<file path="config.mk">
export PLATFORM = sky130hd
export DESIGN_NAME = mul_div_unit
export DESIGN_NICKNAME = d
export VERILOG_FILES = /design/src/rtl/mul_div_unit.sv
export SDC_FILE = /design/constraint.sdc
export NUM_CORES = 1
export LEC_CHECK = 0
export ABC_CLOCK_PERIOD_IN_PS = 3000
export CORE_MARGIN = 2
export CORE_UTILIZATION = 56
export CTS_CLUSTER_SIZE = 10
export DETAILED_ROUTE_END_ITERATION = 8
export MAX_ROUTING_LAYER = met4
export PLACE_DENSITY = 0.82
export SLEW_MARGIN = 20
export SYNTH_ARGS = -nofsm -noshare
export SYNTH_HDL_FRONTEND = slang
export SYNTH_SLANG_ARGS = --single-unit
</file>
<file path="constraint.sdc">
create_clock -name Clk -period 3 [get_ports Clk]
set_input_delay 0.6 -clock Clk [delete_from_list [all_inputs] [get_ports Clk]]
set_output_delay 0.6 -clock Clk [all_outputs]
set_load 0.02 [all_outputs]
</file>
<file path="src/rtl/mul_div_unit.sv">
// ---------------------------------------------------------------------------
// mul_div_unit
// Multi-cycle unsigned multiply/divide execution unit that sits between the
// register file read ports and its write port. One operation in flight at a
// time; every operation takes a fixed W+1 cycles from issue to write-back.
//
// Ports:
//   Clk      rising-edge clock
//   Reset    synchronous reset, active low
//   Start    issue request, sampled only while Busy==0
//   Op       00 MULLO, 01 MULHI, 10 DIVQ, 11 DIVR
//   OpA      multiplicand / dividend
//   OpB      multiplier / divisor
//   Dest     destination register of the result
//   Busy     high from the cycle after an accepted Start through write-back
//   Wen      single-cycle register file write enable
//   Wd       write address (qualify with Wen)
//   Wdat     write data (qualify with Wen)
//   DivZero  sticky divide-by-zero flag, cleared by the next accepted Start
// ---------------------------------------------------------------------------
module mul_div_unit #(
    parameter int W  = 8,
    parameter int AW = 3
) (
    input  logic          Clk,
    input  logic          Reset,
    input  logic          Start,
    input  logic [1:0]    Op,
    input  logic [W-1:0]  OpA,
    input  logic [W-1:0]  OpB,
    input  logic [AW-1:0] Dest,
    output logic          Busy,
    output logic          Wen,
    output logic [AW-1:0] Wd,
    output logic [W-1:0]  Wdat,
    output logic          DivZero
);

    localparam int CW = (W > 1) ? $clog2(W) : 1;

    typedef enum logic [1:0] {
        IDLE,
        RUN,
        WB
    } state_t;

    state_t        r_state;
    logic [1:0]    r_op;
    logic [AW-1:0] r_dest;
    logic [CW-1:0] r_count;
    // Multiply and divide share one datapath:
    //   MUL: r_hi = running upper product, r_lo = multiplier shifting out /
    //        product low half shifting in, r_opnd = multiplicand
    //   DIV: r_hi = partial remainder, r_lo = dividend shifting out /
    //        quotient shifting in, r_opnd = divisor
    logic [W-1:0]  r_hi;
    logic [W-1:0]  r_lo;
    logic [W-1:0]  r_opnd;

    logic [W:0]    w_mulSum;
    logic [W:0]    w_divShift;
    logic [W-1:0]  w_divDiff;
    logic          w_divFits;
    logic [W-1:0]  w_nextHi;
    logic [W-1:0]  w_nextLo;

    // One iteration of either algorithm. The division difference only needs
    // W bits because it is used only when the trial subtraction fits, and the
    // remainder is then always smaller than the divisor.
    always_comb begin
        w_mulSum   = {1'b0, r_hi} + (r_lo[0] ? {1'b0, r_opnd} : '0);
        w_divShift = {r_hi, r_lo[W-1]};
        w_divDiff  = w_divShift[W-1:0] - r_opnd;
        w_divFits  = (w_divShift >= {1'b0, r_opnd});
        if (r_op[1]) begin
            w_nextHi = w_divFits ? w_divDiff : w_divShift[W-1:0];
            w_nextLo = {r_lo[W-2:0], w_divFits};
        end else begin
            w_nextHi = w_mulSum[W:1];
            w_nextLo = {w_mulSum[0], r_lo[W-1:1]};
        end
    end

    // Control FSM plus datapath registers. The write-back values are computed
    // from the last iteration's results so Wen rises in the WB cycle itself.
    // A zero divisor is not special-cased: the restoring algorithm yields an
    // all-ones quotient and the dividend as remainder on its own.
    always_ff @(posedge Clk) begin
        if (!Reset) begin
            r_state <= IDLE;
            r_op    <= '0;
            r_dest  <= '0;
            r_count <= '0;
            r_hi    <= '0;
            r_lo    <= '0;
            r_opnd  <= '0;
            Busy    <= 1'b0;
            Wen     <= 1'b0;
            Wd      <= '0;
            Wdat    <= '0;
            DivZero <= 1'b0;
        end else begin
            case (r_state)
                IDLE: begin
                    if (Start) begin
                        r_op    <= Op;
                        r_dest  <= Dest;
                        r_count <= '0;
                        r_hi    <= '0;
                        r_lo    <= Op[1] ? OpA : OpB;
                        r_opnd  <= Op[1] ? OpB : OpA;
                        DivZero <= 1'b0;
                        Busy    <= 1'b1;
                        r_state <= RUN;
                    end
                end
                RUN: begin
                    r_hi    <= w_nextHi;
                    r_lo    <= w_nextLo;
                    r_count <= r_count + CW'(1);
                    if (r_count == CW'(W - 1)) begin
                        Wen     <= 1'b1;
                        Wd      <= r_dest;
                        Wdat    <= r_op[0] ? w_nextHi : w_nextLo;
                        DivZero <= r_op[1] && (r_opnd == '0);
                        r_state <= WB;
                    end
                end
                WB: begin
                    Wen     <= 1'b0;
                    Busy    <= 1'b0;
                    r_state <= IDLE;
                end
                default: begin
                    r_state <= IDLE;
                end
            endcase
        end
    end

endmodule

</file>
==> key figures <==
Min path
  • HP Class: reg -> reg
  • WHS Path Cells: 2

Timing
  • Fin Hold WS: 0.469 ns
  • Relative slew margins: 0.511
  • Max Slew Vio Count: 0
  • Final period util: 0.850
  • Maximum clock frequency: 392 MHz
  • Final setup fails: 0
  • Worst Skew: 0.00897 ns
  • Setup TNS: 0 ns
  • RSZ-0062 raised after global routing: false
  • Tmin final: 2.55 ns
  • Final Hold Violating Endpoints: 0
  • Worst setup margin: 0.450 ns
  • Worst slew pin tran: 0.729 ns

Yosys
  • Post-Synth Simple-Gate Area: 0.228
  • Yosys reg bits: 48
  • Post-synthesis sequential area ratio: 0.308
  • Synth Area in Compound Gates: 0.217
  • Main synth FF type: dfxtp_1
  • Syn_nets: 431
  • Post-synthesis adder-cell area fraction: 0.0851
  • Mux cell area share after synthesis: 0.0947
  • Post-Syn Instances: 387
  • EDFF count, synth: 0
  • Main combinational cell family by area after synthesis: simple AND/OR/NAND/NOR gates
  • Xor and xnor area share after synthesis: 0.0169
  • Ys async rst share: 0
  • Mapped Area: 3120 um^2
  • Yosys cell types: 49
  • Top-area cell type share of the netlist area: 0.308
  • Area contributors post-synth: dfxtp_1, mux2i_1, ha_1, nand2_1, a21boi_0
  • Syn Area/Cell: 8.06 um^2
  • Synth area leader: dfxtp_1
  • Synth warn: 0

Critical path
  • WP depth: 9
  • CP top delay family: compound AO/OA/AOI/OAI gates
  • Max FO, Critical Path: 4
  • CP Class: reg -> reg
  • Worst EP arrival: 2.77 ns
  • Crit-path max cell delay: 0.44 ns
  • CP Capture Type: flip-flop
  • Slowest-stage cell, CP: fa_1
  • Type of origin of the critical path: flip-flop
  • Worst-path cell chain: ha_1 -> inv_1 -> fa_1 -> a211oi_1 -> o211ai_1 -> o41ai_1 -> o31ai_1 -> a311o_1 -> a21boi_0
  • CP required: 3.22 ns
  • WP buf/inv: 1
  • Worst R2R Path Depth: 9

Floorplanning
  • Initial Util: 0.573
  • Core area: 5440 um^2
  • FP Rows: 27
  • IO Count: 38
  • Die area: 6180 um^2
  • Die height: 78.6 um
  • Die Wd: 78.6 um

Route
  • DR iter-0 viols: 359
  • Drt via density: 6.08
  • Drc violations: 0
  • Detailed-route wire length: 8180 um
  • Initial DRT Pass Iterations: 5
  • Wirelength per Cell: 16.7 um
  • Via count: 2972
  • Final ANT Viol Nets: 0

CTS
  • Worst-Skew Late Latency: 0.30 ns
  • CTS clk-pin slew, worst paths: 0.09 ns
  • Cts hold-fix bufs: 0
  • Deepest clock path buffer count: 2
  • Resize count post-CTS: 0
  • CTS root buffer: clkbuf_8
  • CTS tree: done
  • Num CTS Buffers: 5
  • Post CTS Setup Buffer Count: 0
  • Clock sink count: 48
  • H-tree levels: 2

Finish
  • Ant diodes: 0
  • Commonest non-fill, non-tap cells in the layout: nand2_1, dfxtp_1, clkdlybuf4s50_1
  • Commonest non-fill, non-tap cell in the layout: nand2_1
  • Area growth, synth to finish: 18.0%
  • Post-layout nets: 461
  • Layout cell share with drive strength beyond 1: 0.0671
  • Cell area after layout: 3680 um^2
  • FILL cells: 446

Job
  • Max-Cap Viols: 0

Pwr
  • Worst VDD drop: 0.281 mV
  • Cell Pwr Density: 429 nW/um^2
  • Static Leakage: 1.53 nW

Run status
  • Outcome: finished, final reports clean

Global routing
  • First-pass GRT wire length: 13600 um
  • Pin count of the biggest net entering global routing: 23
  • Total GRT Usage: 0.286
  • Number of global-route vias before repair: 2825
  • GRT overflow: 0
  • Initial antenna violation count: 0

Place
  • IO Port Bufs: 37
  • Placement Setup Slack: 0.549 ns
  • Area after DPL: 3550 um^2
  • GPL Wtd Cong: 1.01
  • Post-DP HPWL: 6200 um
path summary, 6_finish.rpt:
check,slack [ns],startpoint,end
worst max register to register,0.45,r_opnd[0],Wdat[6]
worst min register to register,0.47,r_dest[0],Wd[0]
worst max-delay path,0.45,r_opnd[0],Wdat[6]
worst min-delay path,0.47,r_dest[0],Wd[0]
report_power, final:
group          total, mW  internal [mW]  switching [mW]
combinational      0.335          0.151           0.184
sequential         0.695          0.664          0.0313
clock              0.547          0.328           0.219
synthesized netlist by cell type (5+ instances only):
cell / n
o22ai_1: 6
and2_1: 15
ha_1: 18
nor2b_1: 14
a31oi_1: 7
nor2_1: 12
mux2i_1: 25
clkbuf_1: 20
and3_1: 11
inv_1: 16
xnor2_1: 5
a21o_1: 5
nor3_1: 10
a21boi_0: 14
o21ai_0: 19
dfxtp_1: 48
a21oi_1: 21
nand2_1: 60
nand3_1: 8
area by class of cell:
cell class                 instances  area, um^2  area share
clock buffer                       5        68.8      0.0187
clock inverter                     2        60.1      0.0163
inverter                          16        60.1      0.0163
multi-input combinational        300        2000       0.544
sequential                        48         961       0.261
tap                               72        90.1      0.0245
timing repair buffer              46         438       0.119
kinds of logic after synthesis:
logic type	Yosys count
DFF	48
AOI/OAI and AO/OA	101
xor gates and xnor gates	6
buffers and inverters	39
muxes	29
and+or+nand+nor	144
adders and majority gates	20
registers in the layout, summed over array words and instances, names as in the netlist, 2 cells and up:
| register | cells |
|---|---|
| r_hi | 8 |
| r_opnd | 8 |
| r_state | 2 |
| r_dest | 3 |
| r_lo | 8 |
| r_op | 2 |
| Wdat | 8 |
| Wd | 3 |
| r_count | 3 |
tightest hold or removal path, delay by kind of cell (launching register included):
kind	cells	cell delay, ns
simple gates	1	0.05
flops	1	0.32
compound gates	1	0.06
through the flow:
| step | instances | power (mW) | util |
|---|---|---|---|
| after CTS | 489 | 1.57 | 0.677 |
| final | 489 | 1.58 | 0.677 |
| after global routing | 489 | 1.64 | 0.677 |
| after detailed placement | 482 | 1.04 | 0.653 |
| after global placement | 482 | 1.03 | 0.653 |
| after floorplan | 387 | 0.936 | - |
routing by layer:
| metal | wire (um) | global-route usage | part of all wire | up-vias |
|---|---|---|---|---|
| li1 | - | - | - | 1440 |
| met1 | 3650 | 0.368 | 0.45 | 1371 |
| met2 | 3740 | 0.468 | 0.46 | 142 |
| met3 | 579 | 0.0448 | 0.071 | 19 |
| met4 | 203 | 0.0842 | 0.025 | 0 |
| met5 | 0 | - | 0 | - |
No activity file was read; power rests on OpenSTA's default activity.
